==> src/rtl/atm_pkg.sv <==
// Shared encodings for the atm session controller and the datapath.
// Operation codes and session states.
package atm_pkg;

  localparam logic [1:0] OP_BAL  = 2'b00;
  localparam logic [1:0] OP_DEP  = 2'b01;
  localparam logic [1:0] OP_WDR  = 2'b10;
  localparam logic [1:0] OP_EXIT = 2'b11;

  typedef enum logic [2:0] {
    IDLE     = 3'd0,
    PIN_WAIT = 3'd1,
    MENU     = 3'd2,
    EXEC     = 3'd3,
    EJECT    = 3'd4,
    LOCKED   = 3'd5
  } state_t;

endpackage

==> src/rtl/atm_timeout_timer.sv <==
// Clear/enable saturating cycle counter with a terminal-count flag.
// Serves both the inactivity timeout and the datapath-ack timeout.
module atm_timeout_timer #(
  parameter int W     = 11,
  parameter int LIMIT = 1024
) (
  input  logic clk,
  input  logic reset,
  input  logic clr,
  input  logic en,
  output logic tc
);

  logic [W-1:0] count;

  // Count enabled cycles since the last clear, holding at all-ones.
  always_ff @(posedge clk or posedge reset) begin
    if (reset) begin
      count <= {W{1'b0}};
    end else if (clr) begin
      count <= {W{1'b0}};
    end else if (en && (count != {W{1'b1}})) begin
      count <= count + W'(1);
    end else begin
      count <= count;
    end
  end

  // Terminal count: the current cycle is the last one allowed.
  assign tc = (count >= W'(LIMIT - 1));

endmodule

==> src/rtl/atm_session_ctrl.sv <==
// Session controller for one card session: PIN check with lockout, operation
// dispatch to the datapath over req/ack, inactivity timeout, eject/capture.
module atm_session_ctrl
  import atm_pkg::*;
#(
  parameter int PIN_W          = 4,
  parameter int AMT_W          = 16,
  parameter int MAX_TRIES      = 3,
  parameter int TIMEOUT_CYCLES = 1024
) (
  input  logic             clk,
  input  logic             reset,
  input  logic             card_inserted,
  input  logic [PIN_W-1:0] pin,
  input  logic             pin_valid,
  input  logic [PIN_W-1:0] correct_pin,
  input  logic             op_valid,
  input  logic [1:0]       operation,
  input  logic [AMT_W-1:0] amount,
  input  logic             cancel,
  input  logic             admin_unlock,
  output logic             dp_req,
  output logic [1:0]       dp_operation,
  output logic [AMT_W-1:0] dp_amount,
  input  logic             dp_ack,
  input  logic             dp_success,
  output logic             access_granted,
  output logic             pin_error,
  output logic             txn_done,
  output logic             txn_ok,
  output logic             card_eject,
  output logic             card_capture
);

  localparam int TW  = $clog2(TIMEOUT_CYCLES) + 1;
  localparam int TRW = $clog2(MAX_TRIES + 1);

  state_t         state;
  state_t         nxt;
  logic [TRW-1:0] tries;
  logic [TRW-1:0] tries_inc;
  logic           pin_ok;
  logic           pin_bad;
  logic           dispatch;
  logic           txn_end;
  logic           tmr_clr;
  logic           tmr_en;
  logic           tmr_tc;

  assign tries_inc = tries + TRW'(1);

  atm_timeout_timer #(.W(TW), .LIMIT(TIMEOUT_CYCLES)) u_timer (
    .clk   (clk),
    .reset (reset),
    .clr   (tmr_clr),
    .en    (tmr_en),
    .tc    (tmr_tc)
  );

  // Next-state decode, with input priorities resolved per state.
  always_comb begin
    nxt      = state;
    pin_ok   = 1'b0;
    pin_bad  = 1'b0;
    dispatch = 1'b0;
    txn_end  = 1'b0;
    case (state)
      IDLE: begin
        if (card_inserted) nxt = PIN_WAIT;
        else               nxt = IDLE;
      end
      PIN_WAIT: begin
        if (cancel)              nxt = EJECT;
        else if (!card_inserted) nxt = IDLE;
        else if (pin_valid) begin
          if (pin == correct_pin) begin
            pin_ok = 1'b1;
            nxt    = MENU;
          end else begin
            pin_bad = 1'b1;
            if (tries_inc == TRW'(MAX_TRIES)) nxt = LOCKED;
            else                              nxt = PIN_WAIT;
          end
        end
        else if (tmr_tc)         nxt = EJECT;
        else                     nxt = PIN_WAIT;
      end
      MENU: begin
        if (cancel)              nxt = EJECT;
        else if (!card_inserted) nxt = IDLE;
        else if (op_valid) begin
          if (operation == OP_EXIT) begin
            nxt = EJECT;
          end else begin
            dispatch = 1'b1;
            nxt      = EXEC;
          end
        end
        else if (tmr_tc)         nxt = EJECT;
        else                     nxt = MENU;
      end
      EXEC: begin
        if (dp_ack) begin
          txn_end = 1'b1;
          nxt     = card_inserted ? MENU : IDLE;
        end else if (tmr_tc) begin
          txn_end = 1'b1;
          nxt     = EJECT;
        end else begin
          nxt = EXEC;
        end
      end
      EJECT: begin
        if (!card_inserted) nxt = IDLE;
        else                nxt = EJECT;
      end
      LOCKED: begin
        if (admin_unlock) nxt = IDLE;
        else              nxt = LOCKED;
      end
      default: nxt = IDLE;
    endcase
  end

  // Timer restarts on every state change and on each accepted strobe.
  always_comb begin
    tmr_clr = (nxt != state) || (state == IDLE) || pin_bad || pin_ok || dispatch;
    tmr_en  = (state == PIN_WAIT) || (state == MENU) || (state == EXEC);
  end

  // State register and registered outputs, decoded from the next state.
  always_ff @(posedge clk or posedge reset) begin
    if (reset) begin
      state          <= IDLE;
      tries          <= {TRW{1'b0}};
      dp_req         <= 1'b0;
      dp_operation   <= 2'b00;
      dp_amount      <= {AMT_W{1'b0}};
      access_granted <= 1'b0;
      pin_error      <= 1'b0;
      txn_done       <= 1'b0;
      txn_ok         <= 1'b0;
      card_eject     <= 1'b0;
      card_capture   <= 1'b0;
    end else begin
      state          <= nxt;
      dp_req         <= (nxt == EXEC);
      access_granted <= (nxt == MENU) || (nxt == EXEC);
      card_eject     <= (nxt == EJECT);
      card_capture   <= (nxt == LOCKED);
      pin_error      <= pin_bad && (nxt != LOCKED);
      txn_done       <= txn_end;
      if (txn_end) txn_ok <= dp_ack && dp_success;
      else         txn_ok <= txn_ok;
      if (dispatch) begin
        dp_operation <= operation;
        dp_amount    <= amount;
      end else begin
        dp_operation <= dp_operation;
        dp_amount    <= dp_amount;
      end
      if (state == IDLE || pin_ok) tries <= {TRW{1'b0}};
      else if (pin_bad)            tries <= tries_inc;
      else                         tries <= tries;
    end
  end

endmodule

==> config.mk <==
export PLATFORM = sky130hd
export DESIGN_NAME = atm_session_ctrl
export DESIGN_NICKNAME = d
export VERILOG_FILES = /design/src/rtl/atm_pkg.sv /design/src/rtl/atm_timeout_timer.sv /design/src/rtl/atm_session_ctrl.sv
export SDC_FILE = /design/constraint.sdc
export NUM_CORES = 1
export LEC_CHECK = 0
export ABC_AREA = 1
export BUFFER_PORTS_ARGS = -buffer_cell sky130_fd_sc_hd__buf_2
export CAP_MARGIN = 40
export CORE_ASPECT_RATIO = 0.75
export CORE_MARGIN = 5
export CORE_UTILIZATION = 40
export CTS_CLUSTER_DIAMETER = 100
export DETAILED_ROUTE_END_ITERATION = 12
export PLACE_DENSITY = 0.63
export SYNTH_ARGS = -nofsm -noshare
export SYNTH_HDL_FRONTEND = slang
export SYNTH_SLANG_ARGS = --single-unit
export TNS_END_PERCENT = 50
==> constraint.sdc <==
create_clock -name clk -period 1.75 [get_ports clk]
set_input_delay 0.2625 -clock clk [delete_from_list [all_inputs] [get_ports clk]]
set_output_delay 0.2625 -clock clk [all_outputs]
set_load 0.005 [all_outputs]
==> results of run 1 <==
[cell type report]
cell class                      count  area [um2]  share of cell area
Sequential cell                    41        1030               0.345
Clock inverter                      2        38.8              0.0130
Multi-Input combinational cell    198        1110               0.372
Inverter                           32         123              0.0411
Clock buffer                        6        72.6              0.0243
Tap cell                           75        93.8              0.0315
Timing Repair Buffer               88         517               0.173
[stage by stage]
step | area (um2) | power (mW) | instances | TNS [ns] | setup WS, ns
final | 2980 | 3.05 | 442 | -0.328 | -0.0430
after global routing | 2980 | 3.22 | 442 | -1.97 | -0.182
after CTS | 2940 | 3.02 | 441 | -0.0776 | -0.0461
after detailed placement | 2730 | 2.06 | 428 | -0.768 | -0.0873
after global placement | 2730 | 2.05 | 428 | -0.577 | -0.0584
after floorplan | 2190 | 1.67 | 274 | 0 | 0.0254
[worst min-delay path, stage by stage]
cell                    delay (ns)
sky130_fd_sc_hd__buf_2        0.09
sky130_fd_sc_hd__inv_1        0.04
sky130_fd_sc_hd__buf_4        0.43
[power by group through the flow]
stage | registers, mW | clock network, mW | logic, mW
after floorplan | 1.08 | 0 | 0.583
after global placement | 1.08 | 0 | 0.977
after detailed placement | 1.08 | 0 | 0.982
after CTS | 1.06 | 0.780 | 1.18
after global routing | 1.08 | 0.804 | 1.34
final | 1.07 | 0.755 | 1.22
[flip-flops by register name, indices dropped and copies added (netlist names)]
signal          count
card_eject          1
dp_req              1
txn_ok              1
card_capture        1
pin_error           1
txn_done            1
tries               2
access_granted      1
dp_amount          16
dp_operation        2
state               3
u_timer.count      11
[repair_timing]
item                                    4_1_cts  5_1_grt
endpoints found under the setup margin       10       14
cloned                                        1        0
gates resized for setup                      12       11
buffers inserted                              4        2
pin swaps                                    10       11
[cells by family (layout without fill, tap and decap cells)]
| group | after synthesis | in the layout |
|---|---|---|
| AOI/OAI and AO/OA | 13 | 13 |
| adders and majority gates | 2 | 2 |
| DFF | 41 | 41 |
| and+or+nand+nor | 175 | 176 |
| xor gates and xnor gates | 7 | 7 |
| buffers and inverters | 36 | 128 |
[synthesized netlist by cell type (all sizes together)]
library cell,instances
o21ai,7
dfrtp,41
nor4,1
a31oi,1
a21oi,5
clkbuf,1
nor3b,1
ha,2
nand3,17
xnor2,2
inv,32
nand3b,1
nand2,112
nor2,28
buf,3
xor2,5
nor3,13
nand4,2
[layer usage]
metal | wire length [um] | share of wire | track usage | up-vias
li1 | - | - | - | 1036
met1 | 2490 | 0.48 | 0.216 | 920
met2 | 2270 | 0.44 | 0.235 | 49
met3 | 390 | 0.075 | 0.0617 | 8
met4 | 59 | 0.011 | 0.0336 | 0
met5 | 0 | 0 | 0 | -
[final timing paths]
kind                                       start               end  slack, ns
worst max-delay path            u_timer.count[1]  u_timer.count[3]      -0.04
worst min-delay path                       reset  u_timer.count[5]       0.08
worst max register to register  u_timer.count[1]  u_timer.count[3]      -0.04
worst min register to register     dp_amount[15]     dp_amount[15]       0.48
max in group asynchronous                  reset          state[1]       1.30
min in group clk                      amount[15]     dp_amount[15]       0.15
==> out/summary.json, run 1 <==
{
  "timing": {
    "final-setup-viol-count": 10,
    "timing_worst_slew_pin_value_ns": 0.510,
    "achievable-frequency_mhz": 558,
    "crit_path_time_final_ns": 1.79,
    "fin_hold_ws_ns": 0.0830,
    "grt_setup_unrepaired": "true",
    "post-route-worst-setup-slack_ns": -0.0430,
    "timing.final.hold_violations": 0,
    "slew_viol_final": 0,
    "fin_crit_sh": 1.02,
    "slew_headroom": 0.660,
    "finClkSkew_ns": 0.00700
  },
  "die": {
    "initial_utilization": 0.411,
    "pin_count": 60,
    "die_area_mm2": 0.00706,
    "dieWidth_um": 95.4,
    "row_count": 23,
    "dieHeight_um": 74.0,
    "placeableCoreArea_mm2": 0.00532
  },
  "layout": {
    "filler_cell_count": 498,
    "layout.nets": 403,
    "final_core_util": 0.560,
    "num_antenna_cells": 0,
    "final_cell_mix": "99 x sky130_fd_sc_hd__nand2_1, 59 x sky130_fd_sc_hd__buf_2, 40 x sky130_fd_sc_hd__dfrtp_1, 28 x sky130_fd_sc_hd__buf_4, 26 x sky130_fd_sc_hd__inv_1",
    "area_growth_syn_to_layout_pct": 36.4,
    "ratio_of_cells_with_drive_above_1_in_the_final_layout": 0.387,
    "final_common_cell": "sky130_fd_sc_hd__nand2_1"
  },
  "logic_synthesis": {
    "synth-seq-area-share": 0.469,
    "yosys_warnings": 0,
    "post_synth_and_or_nand_nor_area_fraction": 0.394,
    "netlist_area_mm2": 0.00219,
    "synth.avg_cell_area_um2": 7.98,
    "instance_count_of_the_mapped_netlist": 274,
    "synth_register_bits": 41,
    "synth.area.top_cells": "sky130_fd_sc_hd__dfrtp_1 47%, sky130_fd_sc_hd__nand2_1 18%, sky130_fd_sc_hd__nor3_2 5.5%, sky130_fd_sc_hd__inv_1 4.6%, sky130_fd_sc_hd__nor2_1 4.3%",
    "dominant_combinational_cell_family_by_area_after_synthesis": "simple AND/OR/NAND/NOR gates",
    "mappedNetlistNets": 311,
    "synth_cell_types": 27,
    "synth_compound_area_frac": 0.0303,
    "yosys.area.top_type_share": 0.469,
    "yosysTopAreaCell": "sky130_fd_sc_hd__dfrtp_1",
    "synth-xor-area-share": 0.0280,
    "synthMuxAreaShare": 0,
    "post_synth_fa_ha_maj_area_fraction": 0.0114
  },
  "power": {
    "seq_power_share": 0.352,
    "p_switching_mw": 1.12,
    "intPower_mw": 1.93,
    "p_per_area_mw_per_mm2": 1020,
    "switching_share": 0.367,
    "power.ir.vdd_worst_mv": 0.521,
    "pwr-share-comb": 0.400,
    "p_leak_nw": 1.65,
    "share_clk_of_total_power": 0.248
  },
  "critical_path": {
    "worst-endpoint-arrival_ns": 2.01,
    "critical_path_peak_fanout": 5,
    "timing.critical_path.max_delay_family": "simple AND/OR/NAND/NOR gates",
    "crit_path_max_incr_delay_ns": 0.38,
    "path_class": "reg -> reg",
    "crit_path_top_delay_cell": "sky130_fd_sc_hd__dfrtp_1",
    "worstPathBufferInverterCount": 1,
    "cp_cell_sequence": "ha_2, nand2_2, nor2_1, nand2_1, buf_4, nand4_1, nand2_1, nor2_1, nor2_4, nand3_2, nand3_4, nor3_2",
    "worst_r2r_path_depth": 12,
    "crit_required_ns": 1.97,
    "endpoint_kind": "register",
    "crit_cells": 12,
    "worst_setup_path_start_kind": "register"
  },
  "run": {
    "drv.max_cap_violation_count": 0
  },
  "clock_tree": {
    "clock_root_buffer_master": "sky130_fd_sc_hd__clkbuf_8",
    "worst_setup_hold_path_clk_slew_ns": 0.08,
    "cts.sink_count": 41,
    "cts-buffers-inserted": 5,
    "cts.path.max_buffers": 2,
    "holdBufCountCts": 0,
    "h-tree-depth": 2,
    "clock_tree_from_tritoncts": "done",
    "clkLatencyLatePin_ns": 0.30
  },
  "outcome": {
    "failing_checks": "setup timing",
    "status": "finished with violations"
  },
  "drt": {
    "post_drt_wl_per_cell_um": 11.8,
    "antenna_violating_nets_post_route": 0,
    "drt_pre_antenna_iters": 4,
    "total_wire_length_um": 5210,
    "detailedRoute.firstIterationViolations": 138,
    "drc": 0,
    "detail_route.vias_per_cell": 4.55,
    "vias": 2013
  },
  "global_routing": {
    "grt_pass1_wl_um": 8590,
    "first_global_vias": 1931,
    "global_route_total_overflow": 0,
    "antenna_violations_before_repair": 0,
    "grt_usage": 0.157,
    "grt_start_max_net_pins": 42
  },
  "place": {
    "gp_congestion": 0.878,
    "place_hpwl_um": 3800,
    "port-buffer-count": 59
  },
  "worst_hold_path": {
    "hold_path.class": "in -> async"
  }
}
No activity file was read; power rests on OpenSTA's default activity.
==> inputs of run 2 (changes only) <==
BUFFER_PORTS_ARGS = not set   (was -buffer_cell sky130_fd_sc_hd__buf_2)
CORE_MARGIN = 1   (was 5)
DONT_BUFFER_PORTS = 1   (was not set)
PLACE_DENSITY = 0.53   (was 0.63)
RECOVER_POWER = 100   (was not set)
==> run 2 against run 1 <==
The flow still finishes with violations (setup timing). First-iteration DRC count is 41% lower. Via count is 13% lower. Core utilization is 2.9 points lower. Largest cell class unchanged.
==> out/summary.json, run 2 (synthesis gave the netlist of run 1 again) <==
{
  "layout": {
    "largest_reg_flops": {"value": 16, "change": "unchanged"},
    "layout.nets": {"value": 344, "change": "was 403"},
    "final_cell_mix": {"value": "96 x sky130_fd_sc_hd__nand2_1, 41 x sky130_fd_sc_hd__dfrtp_1, 26 x sky130_fd_sc_hd__inv_1, 25 x sky130_fd_sc_hd__buf_4, 21 x sky130_fd_sc_hd__nor2_1", "change": "was 99 x sky130_fd_sc_hd__nand2_1, 59 x sky130_fd_sc_hd__buf_2, 40 x sky130_fd_sc_hd__dfrtp_1, 28 x sky130_fd_sc_hd__buf_4, 26 x sky130_fd_sc_hd__inv_1"},
    "filler_cell_count": {"value": 491, "change": "was 498"},
    "ff_latch_area": {"value": 0.00103, "unit": "mm2", "change": "about the same"},
    "largest-register": {"value": "dp_amount", "change": "unchanged"},
    "area_growth_syn_to_layout": {"value": 23.1, "unit": "%", "change": "was 36.4%"},
    "ratio_of_cells_with_drive_above_1_in_the_final_layout": {"value": 0.276, "change": "was 0.387"},
    "num_antenna_cells": {"value": 0, "change": "unchanged"},
    "final_common_cell": {"value": "sky130_fd_sc_hd__nand2_1", "change": "unchanged"},
    "multi_input_comb_area": {"value": 0.00114, "unit": "mm2", "change": "was 0.00111 mm2"},
    "reg.largest.list": {"value": "dp_amount x16, u_timer.count x11, state x3", "change": "unchanged"}
  },
  "timing": {
    "fin_crit_sh": {"value": 1.01, "change": "was 1.02"},
    "post-route-worst-setup-slack": {"value": -0.0164, "unit": "ns", "change": "was -0.0430 ns"},
    "slew_headroom": {"value": 0.337, "change": "was 0.660"},
    "final-setup-viol-count": {"value": 2, "change": "was 10"},
    "timing.final.hold_violations": {"value": 0, "change": "unchanged"},
    "grt_setup_unrepaired": {"value": "true", "change": "unchanged"},
    "slew_viol_final": {"value": 0, "change": "unchanged"},
    "fin_hold_ws": {"value": 0.0697, "unit": "ns", "change": "was 0.0830 ns"},
    "achievable-frequency": {"value": 566, "unit": "MHz", "change": "was 558 MHz"},
    "finClkSkew": {"value": 0.00825, "unit": "ns", "change": "was 0.00700 ns"},
    "timing_worst_slew_pin_value": {"value": 0.994, "unit": "ns", "change": "was 0.510 ns"},
    "crit_path_time_final": {"value": 1.77, "unit": "ns", "change": "was 1.79 ns"}
  },
  "place": {
    "port-buffer-count": {"value": 0, "change": "was 59"},
    "dpl_worst_slack": {"value": -0.0638, "unit": "ns", "change": "was -0.0873 ns"},
    "gp_congestion": {"value": 0.807, "change": "was 0.878"},
    "place_hpwl": {"value": 3420, "unit": "um", "change": "was 3800 um"}
  },
  "critical_path": {
    "crit_required": {"value": 1.97, "unit": "ns", "change": "about the same"},
    "cp_cell_sequence": {"value": "ha_2, nand2_2, nor2_1, nand2_1, nand3_4, nand2_2, nand2_1, nand2_1, nand2_1, nand2_2, nand2_2, nand2_4, nand3_4, nor3_2", "change": "was ha_2, nand2_2, nor2_1, nand2_1, buf_4, nand4_1, nand2_1, nor2_1, nor2_4, nand3_2, nand3_4, nor3_2"},
    "worst-endpoint-arrival": {"value": 1.98, "unit": "ns", "change": "was 2.01 ns"},
    "endpoint_kind": {"value": "register", "change": "unchanged"},
    "crit_path_max_incr_delay": {"value": 0.39, "unit": "ns", "change": "was 0.38 ns"},
    "worstPathBufferInverterCount": {"value": 0, "change": "was 1"},
    "path_class": {"value": "reg -> reg", "change": "unchanged"},
    "timing.critical_path.max_delay_family": {"value": "simple AND/OR/NAND/NOR gates", "change": "unchanged"},
    "crit_path_top_delay_cell": {"value": "sky130_fd_sc_hd__dfrtp_1", "change": "unchanged"},
    "worst_setup_path_start_kind": {"value": "register", "change": "unchanged"},
    "critical_path_peak_fanout": {"value": 5, "change": "unchanged"}
  },
  "power": {
    "switching_share": {"value": 0.382, "change": "was 0.367"},
    "pwr-share-comb": {"value": 0.378, "change": "was 0.400"},
    "p_leak": {"value": 1.37, "unit": "nW", "change": "was 1.65 nW"},
    "share_clk_of_total_power": {"value": 0.261, "change": "was 0.248"},
    "intPower": {"value": 1.84, "unit": "mW", "change": "was 1.93 mW"},
    "power.ir.vdd_worst": {"value": 0.398, "unit": "mV", "change": "was 0.521 mV"},
    "seq_power_share": {"value": 0.361, "change": "was 0.352"},
    "p_switching": {"value": 1.13, "unit": "mW", "change": "was 1.12 mW"},
    "p_per_area": {"value": 1100, "unit": "mW/mm2", "change": "was 1020 mW/mm2"}
  },
  "drt": {
    "antenna_violating_nets_post_route": {"value": 0, "change": "unchanged"},
    "post_drt_wl_per_cell": {"value": 13.0, "unit": "um", "change": "was 11.8 um"},
    "detail_route.vias_per_cell": {"value": 4.61, "change": "was 4.55"},
    "detailedRoute.firstIterationViolations": {"value": 82, "change": "was 138"},
    "total_wire_length": {"value": 4940, "unit": "um", "change": "was 5210 um"},
    "vias": {"value": 1753, "change": "was 2013"},
    "drt_pre_antenna_iters": {"value": 4, "change": "unchanged"},
    "drc": {"value": 0, "change": "unchanged"}
  },
  "die": {
    "initial_utilization": {"value": 0.432, "change": "was 0.411"},
    "pin_count": {"value": 60, "change": "unchanged"},
    "placeableCoreArea": {"value": 0.00506, "unit": "mm2", "change": "was 0.00532 mm2"},
    "row_count": {"value": 22, "change": "was 23"},
    "dieWidth": {"value": 87.4, "unit": "um", "change": "was 95.4 um"},
    "die_area": {"value": 0.00577, "unit": "mm2", "change": "was 0.00706 mm2"},
    "dieHeight": {"value": 66.0, "unit": "um", "change": "was 74.0 um"}
  },
  "worst_hold_path": {
    "hold_path.class": {"value": "in -> reg", "change": "was in -> async"}
  },
  "clock_tree": {
    "clock_tree_from_tritoncts": {"value": "done", "change": "unchanged"},
    "h-tree-depth": {"value": 2, "change": "unchanged"},
    "worst_setup_hold_path_clk_slew": {"value": 0.09, "unit": "ns", "change": "was 0.08 ns"},
    "clock_root_buffer_master": {"value": "sky130_fd_sc_hd__clkbuf_8", "change": "unchanged"},
    "cts.path.max_buffers": {"value": 2, "change": "unchanged"},
    "clkLatencyLatePin": {"value": 0.30, "unit": "ns", "change": "about the same"},
    "cts-buffers-inserted": {"value": 5, "change": "unchanged"},
    "cts.sink_count": {"value": 41, "change": "unchanged"}
  },
  "global_routing": {
    "first_global_vias": {"value": 1722, "change": "was 1931"},
    "grt_pass1_wl": {"value": 8140, "unit": "um", "change": "was 8590 um"},
    "antenna_violations_before_repair": {"value": 0, "change": "unchanged"},
    "grt_start_max_net_pins": {"value": 42, "change": "unchanged"},
    "global_route_total_overflow": {"value": 0, "change": "unchanged"},
    "grt_usage": {"value": 0.190, "change": "was 0.157"}
  },
  "outcome": {
    "status": {"value": "finished with violations", "change": "unchanged"},
    "failing_checks": {"value": "setup timing", "change": "unchanged"}
  },
  "run": {
    "drv.max_cap_violation_count": {"value": 0, "change": "unchanged"}
  }
}
[run 2: cell types whose count changed in the layout (fill, tap and decap cells not counted), sizes merged]
cell         before  now
buf              88   25
clkbuf            6    8
dlygate4sd3       0    1
nand2           112  113
[run 2: path summary, 6_finish.rpt]
| path | end | depth (start not counted) | startpoint | slack [ns] |
|---|---|---|---|---|
| max in group asynchronous | card_capture | 3 | reset | 0.42 |
| min reg2reg | dp_amount[2] | 2 | dp_amount[2] | 0.51 |
| min in group asynchronous | dp_amount[9] | 3 | reset | 0.72 |
| min | dp_amount[1] | 2 | amount[1] | 0.07 |
| max | u_timer.count[2] | 14 | u_timer.count[1] | -0.02 |
| max reg2reg | u_timer.count[2] | 14 | u_timer.count[1] | -0.02 |
[run 2: metrics by stage]
step | total power [mW] | instance area (um2) | instances | setup TNS [ns] | utilization
final | 2.97 | 2690 | 380 | -0.0212 | 0.531
after global routing | 3.14 | 2690 | 380 | -1.92 | 0.531
after CTS | 2.92 | 2640 | 377 | -0.0188 | 0.521
after detailed placement | 1.95 | 2440 | 367 | -0.594 | 0.481
after global placement | 1.96 | 2440 | 367 | -0.0575 | 0.481
after floorplan | 1.67 | 2190 | 274 | 0 | -
[run 2: area by class of cell]
cell class | count | area share
Inverter | 32 | 0.0447
Tap cell | 72 | 0.0335
Multi-Input combinational cell | 199 | 0.422
Clock buffer | 6 | 0.0270
Sequential cell | 41 | 0.381
Clock inverter | 2 | 0.0144
Timing Repair Buffer | 28 | 0.0767
[run 2: power groups by stage]
| stage | combinational (mW) | clock [mW] | sequential (mW) |
|---|---|---|---|
| floorplan | 0.583 | 0 | 1.08 |
| global placement | 0.874 | 0 | 1.09 |
| detailed placement | 0.863 | 0 | 1.09 |
| CTS | 1.04 | 0.800 | 1.07 |
| global route | 1.22 | 0.836 | 1.08 |
| finish | 1.12 | 0.775 | 1.07 |
[run 2: what timing repair did]
| action | CTS | global route |
|---|---|---|
| pin swaps | 11 | 4 |
| hold buffers | 1 | 0 |
| hold endpoints to repair | 41 | 0 |
| gates cloned | 1 | 1 |
| setup buffers | 0 | 2 |
| setup endpoints to repair | 12 | 14 |
| resized for setup | 16 | 10 |
[run 2: layer usage]
metal  track usage  vias to the layer above  wire length, um
li1              -                      915                -
met4        0.0369                        0               30
met5             0                        -                0
met1         0.274                      787             2660
met2         0.272                       47             2010
met3        0.0674                        4              245
